File: src/rtl/spi_packet_tx.sv
// spi_packet_tx: SPI mode-0 slave that snapshots a packer payload and shifts it out MSB-first on miso; define SPI_PKT_CRC8_EN to append a CRC-8 byte
module spi_packet_tx #(
  parameter int N_BYTES = 32,
  parameter int SYNC_STAGES = 2
) (
  input  logic                    clk,
  input  logic                    rst,
  input  logic [N_BYTES-1:0][7:0] data_bytes,
  input  logic                    data_ready,
  output logic                    data_ack,
  input  logic                    sclk,
  input  logic                    cs_n,
  output logic                    miso,
  output logic                    pkt_irq,
  output logic                    busy,
  output logic                    frame_done,
  output logic                    frame_abort,
  output logic [15:0]             frame_count
);
`ifdef SPI_PKT_CRC8_EN
  localparam int FRAME_LEN = N_BYTES + 1;
`else
  localparam int FRAME_LEN = N_BYTES;
`endif
  localparam int IW = $clog2(FRAME_LEN + 1);
  localparam int SW = $clog2(N_BYTES);
  localparam logic [IW-1:0] LEN_I = IW'(FRAME_LEN);
  localparam logic [IW-1:0] NB_I = IW'(N_BYTES);
  typedef enum logic {IDLE, SHIFT} state_t;
  state_t state, state_nxt;
  logic [SYNC_STAGES-1:0] sclk_sync, cs_sync;
  logic sclk_prev, cs_prev, sclk_fall, cs_fall, cs_rise, capture, fresh;
  logic [N_BYTES-1:0][7:0] shadow;
  logic [IW-1:0] byte_idx;
  logic [2:0] bit_idx;
  logic [7:0] cur_byte, tail_byte;
  // SPI pins are asynchronous; cs_n syncs reset high so no false fall appears after reset
  always_ff @(posedge clk or posedge rst) begin
    if (rst) begin
      sclk_sync <= '0;
      cs_sync   <= '1;
      sclk_prev <= 1'b0;
      cs_prev   <= 1'b1;
    end else begin
      sclk_sync <= {sclk_sync[SYNC_STAGES-2:0], sclk};
      cs_sync   <= {cs_sync[SYNC_STAGES-2:0], cs_n};
      sclk_prev <= sclk_sync[SYNC_STAGES-1];
      cs_prev   <= cs_sync[SYNC_STAGES-1];
    end
  end
  assign sclk_fall = sclk_prev & ~sclk_sync[SYNC_STAGES-1];
  assign cs_fall   = cs_prev & ~cs_sync[SYNC_STAGES-1];
  assign cs_rise   = ~cs_prev & cs_sync[SYNC_STAGES-1];
  assign capture   = (state == IDLE) & data_ready;
  // state register
  always_ff @(posedge clk or posedge rst) begin
    if (rst) state <= IDLE;
    else     state <= state_nxt;
  end
  // frame boundaries are set purely by chip select
  always_comb begin
    state_nxt = (state == IDLE && cs_fall) ? SHIFT : (state == SHIFT && cs_rise) ? IDLE : state;
  end
  // capture, bit/byte counters and frame status pulses
  always_ff @(posedge clk or posedge rst) begin
    if (rst) begin
      shadow      <= '0;
      fresh       <= 1'b0;
      data_ack    <= 1'b0;
      byte_idx    <= '0;
      bit_idx     <= 3'd0;
      frame_done  <= 1'b0;
      frame_abort <= 1'b0;
      frame_count <= 16'h0000;
    end else begin
      data_ack    <= capture;
      frame_done  <= 1'b0;
      frame_abort <= 1'b0;
      if (capture) shadow <= data_bytes;
      if (state == IDLE) begin
        if (cs_fall) begin
          fresh    <= 1'b0;
          byte_idx <= '0;
          bit_idx  <= 3'd7;
        end else if (capture) fresh <= 1'b1;
      end else if (cs_rise) begin
        frame_done  <= (byte_idx == LEN_I);
        frame_abort <= (byte_idx != LEN_I);
        if (byte_idx == LEN_I) frame_count <= frame_count + 16'd1;
      end else if (sclk_fall && byte_idx != LEN_I) begin
        bit_idx <= bit_idx - 3'd1;
        if (bit_idx == 3'd0) byte_idx <= byte_idx + 1'b1;
      end
    end
  end
`ifdef SPI_PKT_CRC8_EN
  logic [7:0] crc;
  function automatic logic [7:0] crc8(input logic [N_BYTES-1:0][7:0] d);
    logic [7:0] c;
    c = 8'h00;
    for (int i = 0; i < N_BYTES; i++) begin
      c = c ^ d[i];
      for (int j = 0; j < 8; j++) c = {c[6:0], 1'b0} ^ (c[7] ? 8'h07 : 8'h00);
    end
    return c;
  endfunction
  // CRC is registered alongside the shadow so it always describes the snapshot being sent
  always_ff @(posedge clk or posedge rst) begin
    if (rst)          crc <= 8'h00;
    else if (capture) crc <= crc8(data_bytes);
  end
  assign tail_byte = (byte_idx == NB_I) ? crc : 8'h00;
`else
  assign tail_byte = 8'h00;
`endif
  assign cur_byte = (byte_idx < NB_I) ? shadow[byte_idx[SW-1:0]] : tail_byte;
  assign miso     = busy & cur_byte[bit_idx];
  assign busy     = (state == SHIFT);
  assign pkt_irq  = fresh;
endmodule

File: config.mk
export PLATFORM = sky130hd
export DESIGN_NAME = spi_packet_tx
export DESIGN_NICKNAME = d
export VERILOG_FILES = /design/src/rtl/spi_packet_tx.sv
export SDC_FILE = /design/constraint.sdc
export NUM_CORES = 1
export LEC_CHECK = 0
export CAP_MARGIN = 10
export CELL_PAD_IN_SITES_DETAIL_PLACEMENT = 1
export CELL_PAD_IN_SITES_GLOBAL_PLACEMENT = 2
export CORE_MARGIN = 1
export CORE_UTILIZATION = 38
export CTS_CLUSTER_SIZE = 10
export DETAILED_ROUTE_END_ITERATION = 7
export PLACE_DENSITY = 0.84
export SYNTH_ARGS = -nofsm -noshare
export SYNTH_HDL_FRONTEND = slang
export SYNTH_SLANG_ARGS = --single-unit
File: constraint.sdc
create_clock -name clk -period 16.9 [get_ports clk]
set_input_delay 3.38 -clock clk [delete_from_list [all_inputs] [get_ports clk]]
set_output_delay 3.38 -clock clk [all_outputs]
set_load 0.01 [all_outputs]
After elaboration in Yosys (flattened, before gate mapping)
Index checks and enable logic that the tools add are counted.
Widths: inputs -> output; s select.
{"block": "op_classes", "add_sub_neg": 3, "reduce_logical": 11, "n_bitwise": 9, "muxes": 22, "n_lt_le_gt_ge": 3, "n_eq_ne": 5}
{"operator": "$bmux 8 s5", "count": 1}
{"operator": "$mux 6", "count": 5}
{"operator": "$add 16x1->16 const B", "count": 1}
{"operator": "$mux 8", "count": 2}
{"operator": "$mux 3", "count": 4}
{"operator": "$mux 1", "count": 9}
{"operator": "$add 6x1->6 const B", "count": 1}
{"operator": "$eq 6x6->1 const B", "count": 1}
{"operator": "$lt 5x6->1 const B", "count": 1}
{"operator": "$lt 6x6->1 const B", "count": 1}
{"operator": "$ne 6x6->1 const B", "count": 1}
{"operator": "$reduce_and 3->1", "count": 2}
{"operator": "$reduce_bool 2->1", "count": 3}
{"operator": "$and 1x1->1", "count": 5}
{"operator": "$lt 3x4->1 const B", "count": 1}
{"operator": "$ne 2x1->1 const B", "count": 2}
{"operator": "$not 1->1", "count": 4}
{"operator": "$reduce_and 4->1", "count": 1}
{"operator": "$bmux 1 s3", "count": 1}
{"operator": "$logic_and 1x1->1", "count": 3}
{"operator": "$logic_not 3->1", "count": 1}
{"operator": "$sub 3x1->3 const B", "count": 1}
{"operator": "$ne 2x2->1 const B", "count": 1}
{"operator": "$reduce_and 2->1", "count": 1}
{"block": "totals", "wordCells": 97, "reg_bits": 292, "out_inout_bits": 22}

Depth between registers and ports, before layout
Gate-level depths: netlist of run 1.
{"block": "depth", "depth_word": 6, "ltp_mapped": 13}

Worst setup path after synthesis of run 1
OpenSTA, ideal clock, no wires.
{"block": "synth_timing", "kind": "flip-flop to output port", "startpoint": "reg byte_idx[0]", "endpoint": "out miso", "n_path_buf": 5, "slack_ns": 11.130, "arrival_ns": 2.390, "stages_incl_launch_ff": 12, "path_cell_list": "dfrtp_1 buf_2 buf_6 buf_6 buf_2 buf_4 mux2i_1 o22ai_1 a2111oi_0 o21ai_0 nor4b_1 a32o_1"}
{"block": "synth_via", "elab_chain_cells": 6}
{"item": "start: declaration", "line_no": "34", "source": "logic [IW-1:0] byte_idx;"}
{"item": "start signal: assignment", "line_no": "92", "source": "if (bit_idx == 3'd0) byte_idx <= byte_idx + 1'b1;"}
{"item": "$bmux 8 s5", "line_no": "116", "source": "assign cur_byte = (byte_idx < NB_I) ? shadow[byte_idx[SW-1:0]] : tail_byte;"}
{"item": "$mux 8 (implied by the code)", "line_no": "116"}
{"item": "$mux 8 *", "line_no": "116"}
{"item": "$bmux 1 s3 *", "line_no": "117", "source": "assign miso = busy & cur_byte[bit_idx];"}
{"item": "$mux 1 (implied by the code) *", "line_no": "117"}
{"item": "$and 1x1->1 *", "line_no": "117"}
{"item": "end: declaration", "line_no": "13", "source": "output logic miso,"}
Every way passes the cells marked *; elsewhere a longest branch is shown, timed or not. The select of a mux whose other input is x is not followed.

Final worst setup path of run 1
Ends and elaborated chain as after synthesis.

==> flow_metrics.py, run 1 <==
metrics = {
    "outcome": {
        "status": "completed",
    },
    "global_routing": {
        "antenna_found_initial": 8,
        "grt_pass1_wl_um": 57600,
        "grt_pass1_vias": 9370,
        "grt-ovfl-total": 0,
        "grt_start_max_net_pins": 133,
        "grtUsageTotal_pct": 21.6,
    },
    "detailed_routing": {
        "wl_met3_um": 2700,
        "wl_um": 37000,
        "drtAntennaViolNets": 0,
        "vias": 8485,
        "first_pass_iters": 5,
        "wl_per_cell_um": 23.0,
        "wl_met2_um": 17900,
        "wl_met1_um": 15200,
        "drt_iter0_markers": 428,
        "via_per_inst": 5.28,
        "topRoutingLayerUsed": "met5",
        "drcViolationCount": 0,
    },
    "synth": {
        "syn_area_um2": 13100,
        "ys_seq_elements": 292,
        "synth-edff-count": 0,
        "synth_nets": 1139,
        "synth-seq-area-share_pct": 55.8,
        "async_flop_share_pct": 100,
        "yosysUniqueCellTypes": 49,
        "avgSynthCellArea_um2": 15.0,
        "ys_warn_count": 0,
        "synth_cells": 873,
        "ys.flop_type": "dfrtp_1",
    },
    "setup_path": {
        "critPathLaunch": "byte_idx[0]$_DFFE_PP0P_",
        "path_common_cell": "mux4_2",
        "required_ns": 13.52,
        "cp_top_family": "multiplexers",
        "cpMaxStageDelayCell": "dfrtp_4",
        "path_max_fanout": 56,
        "r2r-start": "busy$_DFFE_PP0P_",
        "crit_path_end_kind": "output port",
        "crit_type": "reg2out",
        "start_kind": "flip-flop",
        "crit_arrival_ns": 4.68,
        "cp_num_buf_inv": 2,
        "path_cells": "buf_4 > mux4_2 > mux4_2 > mux2i_1 > nor2_1 > a311o_1 > a32o_1 > clkdlybuf4s50_1",
        "slowest_delay_ns": 1.09,
    },
    "clock_tree": {
        "cts_tree": "done",
        "clock_sinks": 292,
        "cts-hold-fix-buffers": 0,
        "htreeDepth": 2,
        "post_cts_buffers": 0,
        "root_buffer": "clkbuf_16",
        "cts-resized-gates": 0,
        "clk_pin_slew_ns": 0.06,
        "clock_path_buffers": 3,
        "clk_latency_ns": 0.51,
        "numCtsBuffers": 36,
    },
    "power_and_ir_drop": {
        "vdd_drop_max_mv": 0.0684,
        "pwr-share-seq_pct": 42.3,
        "p_sw_uw": 666,
        "p_leak_nw": 6.94,
        "power_switching_share_pct": 28.8,
        "p_int_mw": 1.65,
        "p_comb_share_pct": 27.1,
        "clkPwrFrac_pct": 30.6,
        "power_density_nw_per_um2": 133,
    },
    "die": {
        "core-area_um2": 33700,
        "die_height_um": 188,
        "start_util_pct": 38.8,
        "ios": 283,
        "num_rows": 67,
        "dieArea_um2": 35200,
        "fp.dieW_um": 188,
    },
    "timing": {
        "final_hold_viol_count": 0,
        "setup-violations-final": 0,
        "holdWs_ns": 0.349,
        "rsz0062_at_grt": "false",
        "min_period_ns": 8.06,
        "tns_ns": 0,
        "worst_pin_slew_ns": 1.08,
        "fin_crit_sh_pct": 47.7,
        "maxSlewHeadroom_pct": 27.8,
        "fmax_mhz": 124,
        "final_max_slew_viol_count": 0,
        "finClkSkew_ns": 0.0119,
    },
    "layout": {
        "mostFrequentLayoutCell": "dfrtp_1",
        "drive_above_1_share_pct": 32.3,
        "final_cell_mix": "287 x dfrtp_1, 282 x clkdlybuf4s50_1, 264 x mux2_2, 49 x mux4_2",
        "nNetsFinal": 1410,
        "area.growth.synth_to_final_pct": 32.6,
    },
    "run": {
        "maxCapViolCount": 0,
    },
    "placement": {
        "routabilityCongestion": 0.822,
        "dp_hpwl_um": 26600,
        "io_buffers": 282,
    },
    "min_path": {
        "hold_class": "reg2reg",
        "min_from": "sclk_sync[0]$_DFF_PP0_",
    },
}
[logic make-up after synthesis]
family | count (synthesis) | share of synthesized area (%)
AO/OA/AOI/OAI | 54 | 2.92
XOR/XNOR | 19 | 1.27
adder cells (fa/ha/maj) | 5 | 0.478
buffers and inverters | 66 | 2.15
flip-flops | 292 | 55.8
multiplexers | 350 | 34.0
AND/OR/NAND/NOR | 87 | 3.36
[metal layers]
| layer | vias to the layer above | global-route usage, % |
|---|---|---|
| li1 | 3771 | - |
| met1 | 4366 | 27.4 |
| met2 | 266 | 35.4 |
| met3 | 70 | 6.46 |
| met4 | 12 | 6.47 |
| met5 | - | 0 |
[stage by stage]
stage | power [mW] | setup slack, ns | utilization [%] | area [um2] | std cells
3_5_place_dp | 1.63 | 9.29 | 48.4 | 16300 | 1554
6_report | 2.32 | 8.84 | 51.5 | 17400 | 1608
5_1_grt | 2.43 | 8.54 | 51.5 | 17400 | 1606
4_1_cts | 2.35 | 8.72 | 51.5 | 17400 | 1606
2_1_floorplan | 1.39 | 5.46 | - | 13100 | 873
3_3_place_gp | 1.62 | 9.28 | 48.4 | 16300 | 1554
[power groups by stage]
| stage | Sequential, mW | Clock, mW | Combinational [mW] |
|---|---|---|---|
| after floorplan | 0.903 | 0 | 0.489 |
| after global placement | 0.989 | 0 | 0.626 |
| after detailed placement | 0.993 | 0 | 0.636 |
| after CTS | 0.984 | 0.725 | 0.641 |
| after global routing | 1.00 | 0.750 | 0.678 |
| final | 0.979 | 0.709 | 0.628 |
[final cells by class]
| cell class | count | area [um2] |
|---|---|---|
| timing repair buffer | 291 | 2890 |
| antenna | 2 | 5.00 |
| inverter | 8 | 37.5 |
| fill | 3285 | 16300 |
| clock buffer | 51 | 1020 |
| sequential | 292 | 7320 |
| multi-input combinational | 515 | 5510 |
| clock inverter | 1 | 30.0 |
| tap | 448 | 561 |
[state kept, by name, summed over array words and instances (netlist names), 2 cells and up]
signal	count
cs_sync	2
byte_idx	6
shadow	256
frame_count	16
sclk_sync	2
bit_idx	3
[worst reg2reg max path: stages (launching register included)]
cell	delay, ns
dfrtp_1	0.58
nor2b_4	0.48
buf_4	0.87
buf_4	0.93
mux2_2	0.52
[synthesized netlist by cell type (4+ instances only)]
master | count | share of area, %
dfrtp_1 | 289 | 55
mux2_2 | 264 | 23
mux4_2 | 49 | 8.4
clkbuf_1 | 41 | 1.2
mux2i_1 | 37 | 2.8
nor2_1 | 23 | 0.66
nand2_1 | 19 | 0.54
o22ai_1 | 14 | 0.67
xnor2_1 | 11 | 0.74
o21ai_0 | 10 | 0.38
buf_2 | 9 | 0.34
inv_1 | 8 | 0.23
xor2_1 | 8 | 0.54
and3_1 | 7 | 0.33
nand3_1 | 6 | 0.23
nor2b_1 | 6 | 0.29
nor3_1 | 6 | 0.23
ha_1 | 5 | 0.48
a2111oi_0 | 4 | 0.27
buf_1 | 4 | 0.11
nor4_1 | 4 | 0.19
o221ai_1 | 4 | 0.27
[path summary, 6_finish.rpt]
kind                                            to  slack (ns)  cells past startpoint
setup / recovery                              miso        8.84                      8
hold / removal              sclk_sync[1]$_DFF_PP0_        0.35                      0
setup reg to reg            shadow[63]$_DFFE_PP0P_       13.40                      4
hold reg to reg             sclk_sync[1]$_DFF_PP0_        0.35                      0
max in group asynchronous  shadow[136]$_DFFE_PP0P_       10.84                      4
min in group asynchronous       data_ack$_DFF_PP0_        3.47                      2
(Power assumes the default switching activity.)
==> run 2: changes to the inputs <==
--- a/config.mk
+++ b/config.mk
@@ -9,10 +9,10 @@
 export CELL_PAD_IN_SITES_DETAIL_PLACEMENT = 1
 export CELL_PAD_IN_SITES_GLOBAL_PLACEMENT = 2
 export CORE_MARGIN = 1
-export CORE_UTILIZATION = 38
+export CORE_UTILIZATION = 32
 export CTS_CLUSTER_SIZE = 10
 export DETAILED_ROUTE_END_ITERATION = 7
-export PLACE_DENSITY = 0.84
+export PLACE_DENSITY = 0.76
 export SYNTH_ARGS = -nofsm -noshare
 export SYNTH_HDL_FRONTEND = slang
 export SYNTH_SLANG_ARGS = --single-unit
==> constraint.sdc (replaced) <==
create_clock -name clk -period 7.4 [get_ports clk]
set_input_delay 1.48 -clock clk [delete_from_list [all_inputs] [get_ports clk]]
set_output_delay 1.48 -clock clk [all_outputs]
set_load 0.01 [all_outputs]
==> flow_metrics.py, run 2 (synthesized netlist as in run 1, its figures left out) <==
metrics = {
    "outcome": {
        "status": "completed",
    },
    "placement": {
        "routabilityCongestion": 0.771,
        "dp.cells": 1628,
        "io_buffers": 282,
        "dpl_worst_slack_ns": 1.90,
        "dp_hpwl_um": 27400,
    },
    "layout": {
        "largest_reg_flops": 256,
        "mostFrequentLayoutCell": "dfrtp_1",
        "regMostFlops": "shadow",
        "fillers": 4047,
        "final_cell_mix": "286 x dfrtp_1, 282 x clkdlybuf4s50_1, 264 x mux2_2, 49 x mux4_2",
        "layoutNonFillerInstCount": 1692,
        "reg_top3": "shadow: 256 flops, frame_count: 16 flops, byte_idx: 6 flops",
        "drive_above_1_share_pct": 32.4,
        "nNetsFinal": 1408,
        "area.growth.synth_to_final_pct": 34.0,
    },
    "timing": {
        "finClkSkew_ns": 0.0121,
        "fmax_mhz": 167,
        "rsz0062_at_grt": "false",
        "final_max_slew_viol_count": 0,
        "final_hold_viol_count": 0,
        "holdWs_ns": 0.353,
        "setup-violations-final": 0,
        "fin_crit_sh_pct": 81.1,
        "maxSlewHeadroom_pct": 29.5,
        "worst_pin_slew_ns": 1.06,
        "final.setup.worst_slack_ns": 1.40,
        "min_period_ns": 6.00,
        "tns_ns": 0,
    },
    "setup_path": {
        "critPathLaunch": "byte_idx[0]$_DFFE_PP0P_",
        "timing.rr.end": "byte_idx[3]$_DFFE_PP0P_",
        "start_kind": "flip-flop",
        "slowest_delay_ns": 1.05,
        "reg2reg_depth": 9,
        "r2r-start": "byte_idx[0]$_DFFE_PP0P_",
        "cp_top_family": "buffers and inverters",
        "path_max_fanout": 48,
        "cp_num_buf_inv": 2,
        "path_cells": "buf_4 > mux4_2 > mux2i_1 > o21ai_0 > a2111oi_0 > nor3_1 > a32o_1 > clkdlybuf4s50_1",
        "crit_arrival_ns": 4.52,
        "required_ns": 5.92,
        "r2r_slack_ns": 3.70,
        "crit_type": "reg2out",
        "cpMaxStageDelayCell": "dfrtp_4",
        "crit_path_end_kind": "output port",
    },
    "die": {
        "die_height_um": 204,
        "dieArea_um2": 41700,
        "start_util_pct": 32.7,
        "ios": 283,
        "num_rows": 73,
        "core-area_um2": 40000,
        "fp.dieW_um": 204,
    },
    "min_path": {
        "hold_class": "reg2reg",
        "holdPathStages": 0,
        "min_from": "sclk_sync[0]$_DFF_PP0_",
        "hold_end": "sclk_sync[1]$_DFF_PP0_",
    },
    "detailed_routing": {
        "drcViolationCount": 0,
        "vias": 8432,
        "drt_iter0_markers": 481,
        "wl_per_cell_um": 22.8,
        "via_per_inst": 4.98,
        "first_pass_iters": 4,
        "drtAntennaViolNets": 0,
        "wl_um": 38600,
    },
    "global_routing": {
        "antenna_found_initial": 3,
        "grt_start_max_net_pins": 165,
        "grtUsageTotal_pct": 19.0,
        "grt_pass1_vias": 9316,
        "grt_pass1_wl_um": 58700,
        "grt-ovfl-total": 0,
    },
    "clock_tree": {
        "cts_tree": "done",
        "post_cts_buffers": 0,
        "cts-resized-gates": 0,
        "clk_pin_slew_ns": 0.06,
        "clock_path_buffers": 3,
        "htreeDepth": 2,
        "root_buffer": "clkbuf_16",
        "cts-hold-fix-buffers": 0,
        "clk_latency_ns": 0.54,
        "clock_sinks": 292,
        "numCtsBuffers": 37,
    },
    "power_and_ir_drop": {
        "p_leak_nw": 6.96,
        "vdd_drop_max_mv": 0.154,
        "power_density_nw_per_um2": 306,
    },
    "run": {
        "maxCapViolCount": 0,
    },
}
run 2: changes by cell type in the layout (fill, tap and decap cells not counted):
cell and change:
buf_12 +3, buf_4 -6, bufinv_16 -1, clkbuf_1 +4, clkbuf_8 +2, clkinv_2 +1
clkinv_8 +2, clkinvlp_4 +1, dfrtp_1 -1, dfrtp_4 +1, diode_2 +1, inv_6 +1
inv_8 -1
run 2: area by class of cell:
class / count / area [um2] / share of cell area, %
sequential: 292 / 7320 / 41.7
multi-input combinational: 515 / 5510 / 31.4
timing repair buffer: 288 / 2910 / 16.6
clock buffer: 57 / 1060 / 6.05
tap: 525 / 657 / 3.75
clock inverter: 4 / 46.3 / 0.264
inverter: 8 / 33.8 / 0.193
antenna: 3 / 7.51 / 0.0428
run 2: how the worst max path moves through the flow:
stage	end	slack (ns)	cells past startpoint
2_1_floorplan	bit_idx[0]$_DFFE_PP0P_	2.05	1
3_3_place_gp	miso	1.95	8
3_5_place_dp	miso	1.90	8
4_1_cts	miso	1.30	8
5_1_grt	miso	0.85	8
6_report	miso	1.40	8
run 2: worst reg2reg max path, stage by stage, from the launching register on:
cell       delay, ns
dfrtp_4         1.05
buf_4           0.69
inv_1           0.24
ha_1            0.24
nand3b_1        0.20
o2111ai_1       0.15
a21boi_1        0.55
nand4_1         0.20
xor2_1          0.19
nor2_1          0.06
run 2: power breakdown:
group / internal [mW] / switching [mW]
Sequential: 1.93 / 0.356
Clock: 0.985 / 0.685
Combinational: 0.856 / 0.555
run 2: layer usage:
layer	up-vias	part of all wire, %	track usage, %	wire length [um]
met5	-	0	0	0
met4	0	2.3	6.80	895
met3	52	3.8	2.87	1460
met2	218	48	30.2	18400
met1	4395	46	26.4	17800
li1	3767	-	-	-
run 2: per-stage QoR:
stage                     power, mW  util [%]  cell area (um2)
after floorplan                3.18         -            13100
after global placement         3.72      41.0            16400
after detailed placement       3.75      41.0            16400
after CTS                      5.47      43.8            17500
after global routing           5.66      43.8            17500
final                          5.37      43.8            17500
==> run 3: changes to the inputs <==
==> constraint.sdc (replaced) <==
create_clock -name clk -period 4.8 [get_ports clk]
set_input_delay 0.96 -clock clk [delete_from_list [all_inputs] [get_ports clk]]
set_output_delay 0.96 -clock clk [all_outputs]
set_load 0.01 [all_outputs]
==> flow_metrics.py, run 3 (synthesized netlist as in run 1, its figures left out) <==
metrics = {
    "outcome": {
        "status": "completed",
    },
    "timing": {
        "min_period_ns": 4.61,
        "worst_pin_slew_ns": 0.720,
        "final_hold_viol_count": 0,
        "maxSlewHeadroom_pct": 50.7,
        "finClkSkew_ns": 0.0112,
        "fmax_mhz": 217,
        "rsz0062_at_grt": "false",
        "fin_crit_sh_pct": 96.1,
        "setup-violations-final": 0,
        "final_max_slew_viol_count": 0,
    },
    "layout": {
        "largest_reg_flops": 256,
        "area.growth.synth_to_final_pct": 35.5,
        "final_util_pct": 44.3,
        "fillers": 4025,
        "mostFrequentLayoutCell": "dfrtp_1",
        "final_cell_mix": "286 x dfrtp_1, 282 x clkdlybuf4s50_1, 264 x mux2_2, 49 x mux4_2, 37 x clkbuf_16",
        "nNetsFinal": 1431,
        "multiInputGateArea_um2": 5510,
        "drive_above_1_share_pct": 33.8,
        "layoutNonFillerInstCount": 1715,
        "regMostFlops": "shadow",
        "register_area_um2": 7320,
        "reg_top3": "shadow: 256 flops, frame_count: 16 flops, byte_idx: 6 flops",
    },
    "power_and_ir_drop": {
        "power_density_nw_per_um2": 473,
        "vdd_drop_max_mv": 0.199,
        "p_leak_nw": 7.08,
        "total_power_mw": 8.38,
    },
    "clock_tree": {
        "numCtsBuffers": 36,
        "cts-hold-fix-buffers": 0,
        "clock_path_buffers": 3,
        "root_buffer": "clkbuf_16",
        "clk_latency_ns": 0.53,
        "cts_tree": "done",
        "clock_sinks": 292,
        "clk_pin_slew_ns": 0.05,
        "htreeDepth": 2,
    },
    "setup_path": {
        "required_ns": 3.84,
        "path_cells": "mux4_2 > mux4_2 > mux2i_1 > nor2_1 > a311o_1 > a32o_1 > clkdlybuf4s50_1",
        "path_max_fanout": 14,
        "reg2reg_depth": 10,
        "cpMaxStageDelayCell": "dfrtp_4",
        "crit_type": "reg2out",
        "path_common_cell": "mux4_2",
        "start_kind": "flip-flop",
        "crit_arrival_ns": 3.65,
        "crit_path_end_kind": "output port",
        "slowest_delay_ns": 0.62,
    },
    "detailed_routing": {
        "vias": 8476,
        "first_pass_iters": 4,
        "drt_iter0_markers": 448,
        "drcViolationCount": 0,
        "wl_per_cell_um": 22.8,
        "wl_um": 39100,
        "drtAntennaViolNets": 0,
        "via_per_inst": 4.94,
    },
    "global_routing": {
        "grt_start_max_net_pins": 100,
        "grt_pass1_wl_um": 59600,
        "grt-ovfl-total": 0,
        "antenna_found_initial": 6,
        "grt_pass1_vias": 9452,
        "grtUsageTotal_pct": 19.2,
    },
    "die": {
        "dieArea_um2": 41700,
        "fp.dieW_um": 204,
        "die_height_um": 204,
        "ios": 283,
        "core-area_um2": 40000,
        "num_rows": 73,
        "start_util_pct": 32.7,
    },
    "min_path": {
        "holdPathStages": 0,
        "hold_class": "reg2reg",
    },
    "placement": {
        "io_buffers": 282,
        "dp_hpwl_um": 28500,
        "dp.cells": 1646,
        "routabilityCongestion": 0.786,
    },
    "run": {
        "maxCapViolCount": 0,
    },
}
[run 3: changes by cell type in the layout (fill, tap and decap cells not counted), sizes merged]
cell	before	now
diode	3	6
clkbuf	57	53
clkinv	3	1
inv	8	9
bufinv	0	1
buf	6	30
[run 3: final timing paths]
check / start / end / slack, ns
max: byte_idx[0]$_DFFE_PP0P_ / miso / 0.19
min reg2reg: sclk_sync[0]$_DFF_PP0_ / sclk_sync[1]$_DFF_PP0_ / 0.35
min: sclk_sync[0]$_DFF_PP0_ / sclk_sync[1]$_DFF_PP0_ / 0.35
max reg2reg: byte_idx[0]$_DFFE_PP0P_ / frame_count[15]$_DFFE_PP0P_ / 1.85
max in group asynchronous: rst / shadow[153]$_DFFE_PP0P_ / 2.82
min in group asynchronous: rst / data_ack$_DFF_PP0_ / 0.85
[run 3: layout make-up]
cell class	instances	area share (%)
Sequential cell	292	41.3
Clock inverter	4	0.296
Multi-Input combinational cell	515	31.1
Timing Repair Buffer	312	17.6
Antenna cell	6	0.0847
Tap cell	525	3.70
Inverter	8	0.190
Clock buffer	53	5.78
[run 3: critical path: cells and delay by family (launching register included)]
kind            cells  cell delay, ns
compound gates      2            0.63
buf+inv             1            0.50
flops               1            0.62
mux                 3            1.30
simple gates        1            0.06
[run 3: per-stage QoR]
stage	hold slack (ns)	setup TNS (ns)	area (um2)	worst slack, ns
detailed placement	0.337	0	16600	0.448
floorplan	0.331	-9.45	13100	-0.0327
CTS	0.349	0	17700	0.0407
global route	0.360	0	17700	0.0332
finish	0.349	0	17700	0.188
global placement	0.336	0	16600	0.527
[run 3: timing repair]
item	4_1_cts	5_1_grt
gates resized for setup	0	4
buffers inserted	1	5
setup endpoints to repair	1	1
pin swaps	0	1
[run 3: routing by layer]
layer	vias up	routed length [um]	GRT usage (%)
li1	3797	-	-
met1	4418	17300	25.8
met2	203	19100	31.3
met3	56	1690	3.40
met4	2	979	6.34
met5	-	13	0
[run 3: power breakdown]
| part | internal (mW) | total [mW] | leakage (nW) | switching [mW] |
|---|---|---|---|---|
| Combinational | 1.41 | 2.49 | 3.11 | 1.08 |
| Sequential | 2.98 | 3.34 | 3.44 | 0.361 |
| Clock | 1.52 | 2.56 | 0.526 | 1.03 |
| Total | 5.91 | 8.38 | 7.08 | 2.47 |
